### config.mk
export PLATFORM = sky130hd
export DESIGN_NAME = multi_pattern_counter_flat
export DESIGN_NICKNAME = d
export VERILOG_FILES = /design/src/rtl/multi_pattern_counter_pkg.sv /design/src/rtl/multi_pattern_counter_if.sv /design/src/rtl/pattern_match_channel.sv /design/src/rtl/multi_pattern_counter.sv /design/src/flat_wrapper.sv
export SDC_FILE = /design/constraint.sdc
export NUM_CORES = 1
export LEC_CHECK = 0
export CORE_ASPECT_RATIO = 0.9
export CORE_MARGIN = 10
export CORE_UTILIZATION = 51
export DETAILED_ROUTE_END_ITERATION = 8
export MAX_ROUTING_LAYER = met4
export PLACE_DENSITY = 0.75
export SYNTH_ARGS = -nofsm -noshare
export SYNTH_HDL_FRONTEND = slang
export SYNTH_HIERARCHICAL = 1
export SYNTH_SLANG_ARGS = --single-unit
### constraint.sdc
create_clock -name clk -period 2.9 [get_ports clk]
set_clock_uncertainty 0.15 [all_clocks]
set_input_delay 0.435 -clock clk [delete_from_list [all_inputs] [get_ports clk]]
set_output_delay 0.435 -clock clk [all_outputs]
set_load 0.01 [all_outputs]
### src/rtl/multi_pattern_counter_pkg.sv
// Shared widths and helpers for the multi-channel serial pattern counter.
package multi_pattern_counter_pkg;

    localparam int DEF_PAT_W   = 8;
    localparam int DEF_NUM_PAT = 4;
    localparam int DEF_CNT_W   = 16;
    localparam int MAX_PAT_W   = 32;

    // Sliced down to PAT_W by users; sized for the widest supported window.
    localparam logic [MAX_PAT_W-1:0] PAT_ZERO = '0;

    function automatic int idx_w(input int num_pat);
        return (num_pat <= 1) ? 1 : $clog2(num_pat);
    endfunction

endpackage

### src/rtl/multi_pattern_counter_if.sv
// Control/status bundle of the pattern counter. PAT_MASK_EN adds the pat_mask field.
interface multi_pattern_counter_if
    import multi_pattern_counter_pkg::*;
#(
    parameter int PAT_W   = DEF_PAT_W,
    parameter int NUM_PAT = DEF_NUM_PAT,
    parameter int CNT_W   = DEF_CNT_W,
    parameter int IDX_W   = idx_w(NUM_PAT)
);
    logic                     enable;
    logic                     bit_in;
    logic                     bit_valid;
    logic                     overlap;
    logic                     pat_wr;
    logic [IDX_W-1:0]         pat_idx;
    logic [PAT_W-1:0]         pat_data;
`ifdef PAT_MASK_EN
    logic [PAT_W-1:0]         pat_mask;
`endif
    logic                     clr_counts;
    logic [NUM_PAT-1:0]       match_vec;
    logic [NUM_PAT*CNT_W-1:0] match_count;
    logic [NUM_PAT-1:0]       count_sat;
    logic                     ready;

    modport master (
        output enable, bit_in, bit_valid, overlap, pat_wr, pat_idx, pat_data,
`ifdef PAT_MASK_EN
        output pat_mask,
`endif
        output clr_counts,
        input  match_vec, match_count, count_sat, ready
    );

    modport slave (
        input  enable, bit_in, bit_valid, overlap, pat_wr, pat_idx, pat_data,
`ifdef PAT_MASK_EN
        input  pat_mask,
`endif
        input  clr_counts,
        output match_vec, match_count, count_sat, ready
    );

endinterface

### src/rtl/pattern_match_channel.sv
// One pattern channel: programmable pattern, non-overlap tracking and saturating hit counter.
// PAT_MASK_EN adds a per-channel don't-care mask captured with the pattern write.
module pattern_match_channel
    import multi_pattern_counter_pkg::*;
#(
    parameter int PAT_W = DEF_PAT_W,
    parameter int CNT_W = DEF_CNT_W
) (
    input  logic             clk,
    input  logic             rst_n,
    input  logic             shift,
    input  logic [PAT_W-1:0] win_next,
    input  logic             full_next,
    input  logic             overlap,
    input  logic             wr,
    input  logic [PAT_W-1:0] wr_pat,
`ifdef PAT_MASK_EN
    input  logic [PAT_W-1:0] wr_mask,
`endif
    input  logic             clr,
    output logic             match_p1,
    output logic [CNT_W-1:0] count,
    output logic             sat
);
    localparam int               SINCE_W   = $clog2(PAT_W + 1);
    localparam logic [SINCE_W-1:0] SINCE_MAX = SINCE_W'(PAT_W);
    localparam logic [CNT_W-1:0]   CNT_MAX   = '1;

    logic [PAT_W-1:0]   pat;
    logic [PAT_W-1:0]   mask;
    logic               chan_valid;
    logic [SINCE_W-1:0] since;
    logic [SINCE_W-1:0] since_next;
    logic               hit_p0;

    function automatic logic [SINCE_W-1:0] since_inc(input logic [SINCE_W-1:0] s);
        return (s >= SINCE_MAX) ? SINCE_MAX : s + 1'b1;
    endfunction

    function automatic logic [CNT_W-1:0] cnt_sat_inc(input logic [CNT_W-1:0] c);
        return (c == CNT_MAX) ? CNT_MAX : c + 1'b1;
    endfunction

`ifdef PAT_MASK_EN
    always_ff @(posedge clk or negedge rst_n) begin
        if (!rst_n)  mask <= PAT_ZERO[PAT_W-1:0];
        else if (wr) mask <= wr_mask;
    end
`else
    assign mask = PAT_ZERO[PAT_W-1:0];
`endif

    // Stage p0: compare against the window that includes this cycle's bit
    assign since_next = shift ? since_inc(since) : since;
    assign hit_p0 = shift & chan_valid & full_next
                  & (((win_next ^ pat) & ~mask) == PAT_ZERO[PAT_W-1:0])
                  & (overlap | (since_next >= SINCE_MAX));

    always_ff @(posedge clk or negedge rst_n) begin
        if (!rst_n) begin
            pat        <= PAT_ZERO[PAT_W-1:0];
            chan_valid <= 1'b0;
            since      <= '0;
        end else begin
            if (wr) begin
                pat        <= wr_pat;
                chan_valid <= 1'b1;
            end
            if (wr || hit_p0) since <= '0;
            else              since <= since_next;
        end
    end

    // Stage p1: registered pulse and counter update
    always_ff @(posedge clk or negedge rst_n) begin
        if (!rst_n) begin
            match_p1 <= 1'b0;
            count    <= '0;
            sat      <= 1'b0;
        end else begin
            match_p1 <= hit_p0;
            if (clr) begin
                count <= '0;
                sat   <= 1'b0;
            end else if (hit_p0) begin
                count <= cnt_sat_inc(count);
                if (count == CNT_MAX) sat <= 1'b1;
            end
        end
    end

endmodule

### src/rtl/multi_pattern_counter.sv
// Serial window shifter feeding NUM_PAT pattern channels; owns window, fill, write decode, ready.
// PAT_MASK_EN routes the per-channel don't-care mask from the bus into each channel.
module multi_pattern_counter
    import multi_pattern_counter_pkg::*;
#(
    parameter int PAT_W   = DEF_PAT_W,
    parameter int NUM_PAT = DEF_NUM_PAT,
    parameter int CNT_W   = DEF_CNT_W
) (
    input logic                    clk,
    input logic                    rst_n,
    multi_pattern_counter_if.slave bus
);
    localparam int                IDX_W    = idx_w(NUM_PAT);
    localparam int                FILL_W   = $clog2(PAT_W + 1);
    localparam logic [FILL_W-1:0] FILL_MAX = FILL_W'(PAT_W);

    logic                     shift_p0;
    logic [PAT_W-1:0]         win;
    logic [PAT_W-1:0]         win_next;
    logic [FILL_W-1:0]        fill;
    logic [FILL_W-1:0]        fill_next;
    logic                     full_next;
    logic                     ready_q;
    logic [NUM_PAT-1:0]       match_w;
    logic [NUM_PAT-1:0]       sat_w;
    logic [NUM_PAT*CNT_W-1:0] count_w;

    function automatic logic [FILL_W-1:0] fill_inc(input logic [FILL_W-1:0] f);
        return (f >= FILL_MAX) ? FILL_MAX : f + 1'b1;
    endfunction

    // Stage p0: shift strobe and next window shared by every channel
    assign shift_p0  = bus.enable & bus.bit_valid;
    assign win_next  = shift_p0 ? {win[PAT_W-2:0], bus.bit_in} : win;
    assign fill_next = shift_p0 ? fill_inc(fill) : fill;
    assign full_next = (fill_next == FILL_MAX);

    always_ff @(posedge clk or negedge rst_n) begin
        if (!rst_n) begin
            win     <= PAT_ZERO[PAT_W-1:0];
            fill    <= '0;
            ready_q <= 1'b0;
        end else begin
            win     <= win_next;
            fill    <= fill_next;
            ready_q <= bus.enable;
        end
    end

    for (genvar i = 0; i < NUM_PAT; i++) begin : g_ch
        pattern_match_channel #(
            .PAT_W (PAT_W),
            .CNT_W (CNT_W)
        ) u_ch (
            .clk       (clk),
            .rst_n     (rst_n),
            .shift     (shift_p0),
            .win_next  (win_next),
            .full_next (full_next),
            .overlap   (bus.overlap),
            .wr        (bus.pat_wr && (bus.pat_idx == IDX_W'(i))),
            .wr_pat    (bus.pat_data),
`ifdef PAT_MASK_EN
            .wr_mask   (bus.pat_mask),
`endif
            .clr       (bus.clr_counts),
            .match_p1  (match_w[i]),
            .count     (count_w[i*CNT_W +: CNT_W]),
            .sat       (sat_w[i])
        );
    end

    assign bus.match_vec   = match_w;
    assign bus.match_count = count_w;
    assign bus.count_sat   = sat_w;
    assign bus.ready       = ready_q;

endmodule
### src/flat_wrapper.sv
// flat-port wrapper written by rule: the top's interface ports become plain ports
module multi_pattern_counter_flat import multi_pattern_counter_pkg::*;
#(
    parameter int PAT_W   = DEF_PAT_W,
    parameter int NUM_PAT = DEF_NUM_PAT,
    parameter int CNT_W   = DEF_CNT_W
)
  (clk, rst_n, bus_enable, bus_bit_in, bus_bit_valid, bus_overlap, bus_pat_wr, bus_pat_idx, bus_pat_data, bus_clr_counts, bus_match_vec, bus_match_count, bus_count_sat, bus_ready);
  multi_pattern_counter_if #(.PAT_W(PAT_W), .NUM_PAT(NUM_PAT), .CNT_W(CNT_W)) bus_i ();
  input logic clk;
  input logic rst_n;
  input wire logic [$bits(bus_i.enable)-1:0] bus_enable;
  input wire logic [$bits(bus_i.bit_in)-1:0] bus_bit_in;
  input wire logic [$bits(bus_i.bit_valid)-1:0] bus_bit_valid;
  input wire logic [$bits(bus_i.overlap)-1:0] bus_overlap;
  input wire logic [$bits(bus_i.pat_wr)-1:0] bus_pat_wr;
  input wire logic [$bits(bus_i.pat_idx)-1:0] bus_pat_idx;
  input wire logic [$bits(bus_i.pat_data)-1:0] bus_pat_data;
  input wire logic [$bits(bus_i.clr_counts)-1:0] bus_clr_counts;
  output wire logic [$bits(bus_i.match_vec)-1:0] bus_match_vec;
  output wire logic [$bits(bus_i.match_count)-1:0] bus_match_count;
  output wire logic [$bits(bus_i.count_sat)-1:0] bus_count_sat;
  output wire logic [$bits(bus_i.ready)-1:0] bus_ready;
  assign bus_i.enable = bus_enable;
  assign bus_i.bit_in = bus_bit_in;
  assign bus_i.bit_valid = bus_bit_valid;
  assign bus_i.overlap = bus_overlap;
  assign bus_i.pat_wr = bus_pat_wr;
  assign bus_i.pat_idx = bus_pat_idx;
  assign bus_i.pat_data = bus_pat_data;
  assign bus_i.clr_counts = bus_clr_counts;
  assign bus_match_vec = bus_i.match_vec;
  assign bus_match_count = bus_i.match_count;
  assign bus_count_sat = bus_i.count_sat;
  assign bus_ready = bus_i.ready;
  multi_pattern_counter #(.PAT_W(PAT_W), .NUM_PAT(NUM_PAT), .CNT_W(CNT_W)) u_core (.clk(clk), .rst_n(rst_n), .bus(bus_i));
endmodule
==> reports/qor.csv <==
metric,value,unit
status,"finished, final reports clean",
first-pass GRT wire length,30400,µm
Layout fillers,1019,
Buf/Inv on CP,1,
crit-path max cell delay,0.52,ns
Startpoint Class,flop,
Worst-Skew Late Latency,0.42,ns
total CTS buffers,17,
Core Area,14000,µm²
antenna-violating nets left,0,
hold_ws,0.321,ns
"Cell Chain, Critical Path",inv_2 -> ha_4 -> or4_4 -> a21oi_4 -> nand3_1 -> a211oi_4 -> and3_4 -> a21oi_1 -> a311oi_1,
IO Port Bufs,90,
Crit path required time,3.04,ns
main flop type after synthesis,dfrtp_1,
leak pwr,3.94,nW
YS warnings,6,
"EDFF count, synth",0,
Critical R2R Capture,u_core/g_ch[3].u_ch/count[9]$_DFFE_PN0P_,
Via density,5.87,
Max Cap Viol,0,
hold endpoint,u_core/g_ch[1].u_ch/chan_valid$_DFFE_PN0P_,
via count of the first global-routing pass,6070,
share of cells above drive strength 1,26.4,%
area grow syn2layout,32.3,%
Synth Register Bits,137,
Die H,133,µm
Yosys top cell area share,47.0,%
hold_sp,u_core/g_ch[1].u_ch/chan_valid$_DFFE_PN0P_,
worst hold path class,reg2reg,
maximum vdd drop,0.453,mV
"Slew Viols, Final",0,
htree depth,4,
placed instance count,1000,
WS Path Type,reg2reg,
count of non-filler cells in the finished layout,1042,
DRC errors left,0,
hold-critical path depth,1,
wire per inst,17.9,µm
CTS sink count,137,
post-synthesis sequential area ratio,47.0,%
setup-violating endpoint count in the final report,0,
Critical-path top delay cell,or4_4,
Initial Util,52.1,%
Syn Inst Count,699,
CTS max path bufs,2,
"Avg Cell Area, Syn",10.4,µm²
die area,19500,µm²
ranking of synthesized cells by area,"dfrtp_1 (47%), mux2_2 (6.2%), a21oi_1 (3.8%), xor2_1 (3.8%), nor3_1 (3.0%)",
# nets final,868,
Total GRT Usage,19.2,%
DIE WIDTH,146,µm
Detailed Routing Iterations Pass 1,5,
Worst Tran Pin Value,0.569,ns
final period utilization,98.7,%
drt total wl,18600,µm
ant diodes,0,
CTS tree,done,
via count,6113,
GR Overflow Total,0,
synth unique cells,53,
"CTS clk-pin slew, worst paths",0.06,ns
Crit Path Max Fanout,6,
largest net degree at the start of global routing,73,
Slew headroom,62.1,%
antenna violations before repair,0,
RD Place Congestion,0.900,
cell type with the largest total area after synthesis,dfrtp_1,
min Tclk post-route,2.86,ns
asr flop ratio synth,100,%
IO Pins,91,
CTS Root Cell,clkbuf_16,
Max Freq,350,MHz
"Cell Area, Synth",7290,µm²
Crit. End Element,flop,
Row Count,41,
"Largest delay share family, worst path",simple AND/OR/NAND/NOR gates,
power per cell area,597,nW/µm²
RR Startpoint,u_core/fill[0]$_DFF_PN0_,
syn nets,731,
"Hold Vio Cnt, Final",0,
Post-DP HPWL,12500,µm
R2R cell count,9,
"Data arrival, critical path",3.00,ns
RSZ-0062 raised after global routing,yes,
DRT iter0 DRCs,450,
worst reg-to-reg setup slack,0.04,ns
"count leader, synth",dfrtp_1,
top post-synthesis cells by count,"dfrtp_1 (137), a21oi_1 (56), nor2_1 (46)",
==> worst max-delay path by stage <==
stage	end	cells after the start	from	slack (ns)
3_3_place_gp	u_core/g_ch[3].u_ch/count[8]$_DFFE_PN0P_	11	bus_enable	-0.44
5_1_grt	u_core/g_ch[0].u_ch/count[15]$_DFFE_PN0P_	10	bus_bit_valid	-0.08
2_1_floorplan	u_core/g_ch[0].u_ch/count[6]$_DFFE_PN0P_	10	u_core/fill[0]$_DFF_PN0_	0.16
4_1_cts	u_core/g_ch[3].u_ch/count[1]$_DFFE_PN0P_	10	u_core/fill[0]$_DFF_PN0_	0.01
6_report	u_core/g_ch[3].u_ch/count[9]$_DFFE_PN0P_	9	u_core/fill[0]$_DFF_PN0_	0.04
3_5_place_dp	u_core/g_ch[3].u_ch/count[1]$_DFFE_PN0P_	11	bus_enable	-0.56
==> worst register-to-register path, stage by stage (launching register included) <==
cell and delay, ns:
dfrtp_1 0.39, inv_2 0.09, ha_4 0.20, or4_4 0.52
a21oi_4 0.23, nand3_1 0.15, a211oi_4 0.26, and3_4 0.29
a21oi_1 0.09, a311oi_1 0.35
==> layer usage <==
| layer | global-route usage [%] | up-vias | wire, µm | share of wire, % |
|---|---|---|---|---|
| met5 | - | - | 0 | 0 |
| met4 | 6.89 | 0 | 291 | 1.6 |
| met3 | 4.20 | 30 | 855 | 4.6 |
| met2 | 31.1 | 195 | 9400 | 50 |
| met1 | 23.4 | 3014 | 8100 | 43 |
| li1 | - | 2874 | - | - |
==> layout make-up <==
cell class | instances | area, µm² | area share, %
well taps | 193 | 241 | 2.50
repair buffers | 146 | 1400 | 14.6
inverters | 31 | 119 | 1.23
multi-input cells | 503 | 3760 | 39.0
clock inverters | 11 | 215 | 2.23
flip-flops and latches | 137 | 3430 | 35.5
clock buffers | 21 | 480 | 4.98
==> cell usage in the layout, fill, tap and decap left out, types with 6 or more instances in the layout <==
master / n
dfrtp_1: 137
clkdlybuf4s50_1: 88
a21oi_1: 56
buf_4: 48
nor2_1: 45
nand2_1: 42
mux2_2: 37
nor3_1: 37
xor2_1: 30
inv_1: 28
nand4_1: 20
nand3_1: 19
clkbuf_16: 18
ha_1: 13
a311oi_1: 13
nor3b_1: 12
nor4_1: 10
a211oi_2: 10
and3_2: 9
and3_1: 9
and2_1: 8
and4_1: 8
a211oi_1: 8
o21ai_0: 7
nor3_2: 7
a41oi_1: 7
a311oi_2: 7
bufinv_16: 6
nor4_2: 6
==> timing repair <==
item,4_1_cts,5_1_grt
resized for setup,10,37
pin swaps,2,26
buffers inserted,2,5
hold buffers,1,0
gates cloned,1,1
endpoints found under the setup margin,56,57
endpoints found under the hold margin,43,0
==> cells by family (layout without fill, tap and decap cells) <==
group | count (synthesis) | in the layout | synth area share, %
buffers and inverters | 60 | 209 | 4.75
flip-flops | 137 | 137 | 47.0
AND/OR/NAND/NOR | 277 | 278 | 22.2
AO/OA/AOI/OAI | 139 | 139 | 13.6
XOR/XNOR | 32 | 32 | 3.84
adder cells (fa/ha/maj) | 14 | 14 | 2.40
multiplexers | 40 | 40 | 6.18
==> state kept, by name, indices dropped and copies added (netlist names) <==
name	flops
u_core/g_ch.u_ch/count	64
u_core/g_ch.u_ch/pat	32
u_core/g_ch.u_ch/since	16
u_core/win	8
u_core/fill	4
u_core/g_ch.u_ch/chan_valid	4
u_core/g_ch.u_ch/match_p1	4
u_core/g_ch.u_ch/sat	4
u_core/bus.ready	1
==> power by group <==
group	internal, W	switching (W)	total, W
logic	0.000456	0.000528	0.000985
registers	0.00211	0.000151	0.00226
clock network	0.00170	0.000819	0.00252
==> stage by stage <==
step                util, %  setup TNS, ns  area [µm²]  setup slack [ns]  total power (W)
finish                 68.9              0        9650            0.0388          0.00576
global route           68.9         -0.650        9650           -0.0799          0.00600
CTS                    67.1              0        9400            0.0125          0.00572
detailed placement     61.5         -34.19        8620            -0.557          0.00314
global placement       61.5         -26.07        8620            -0.436          0.00307
floorplan                 -              0        7290             0.164          0.00280
No activity file was read; power rests on OpenSTA's default activity.
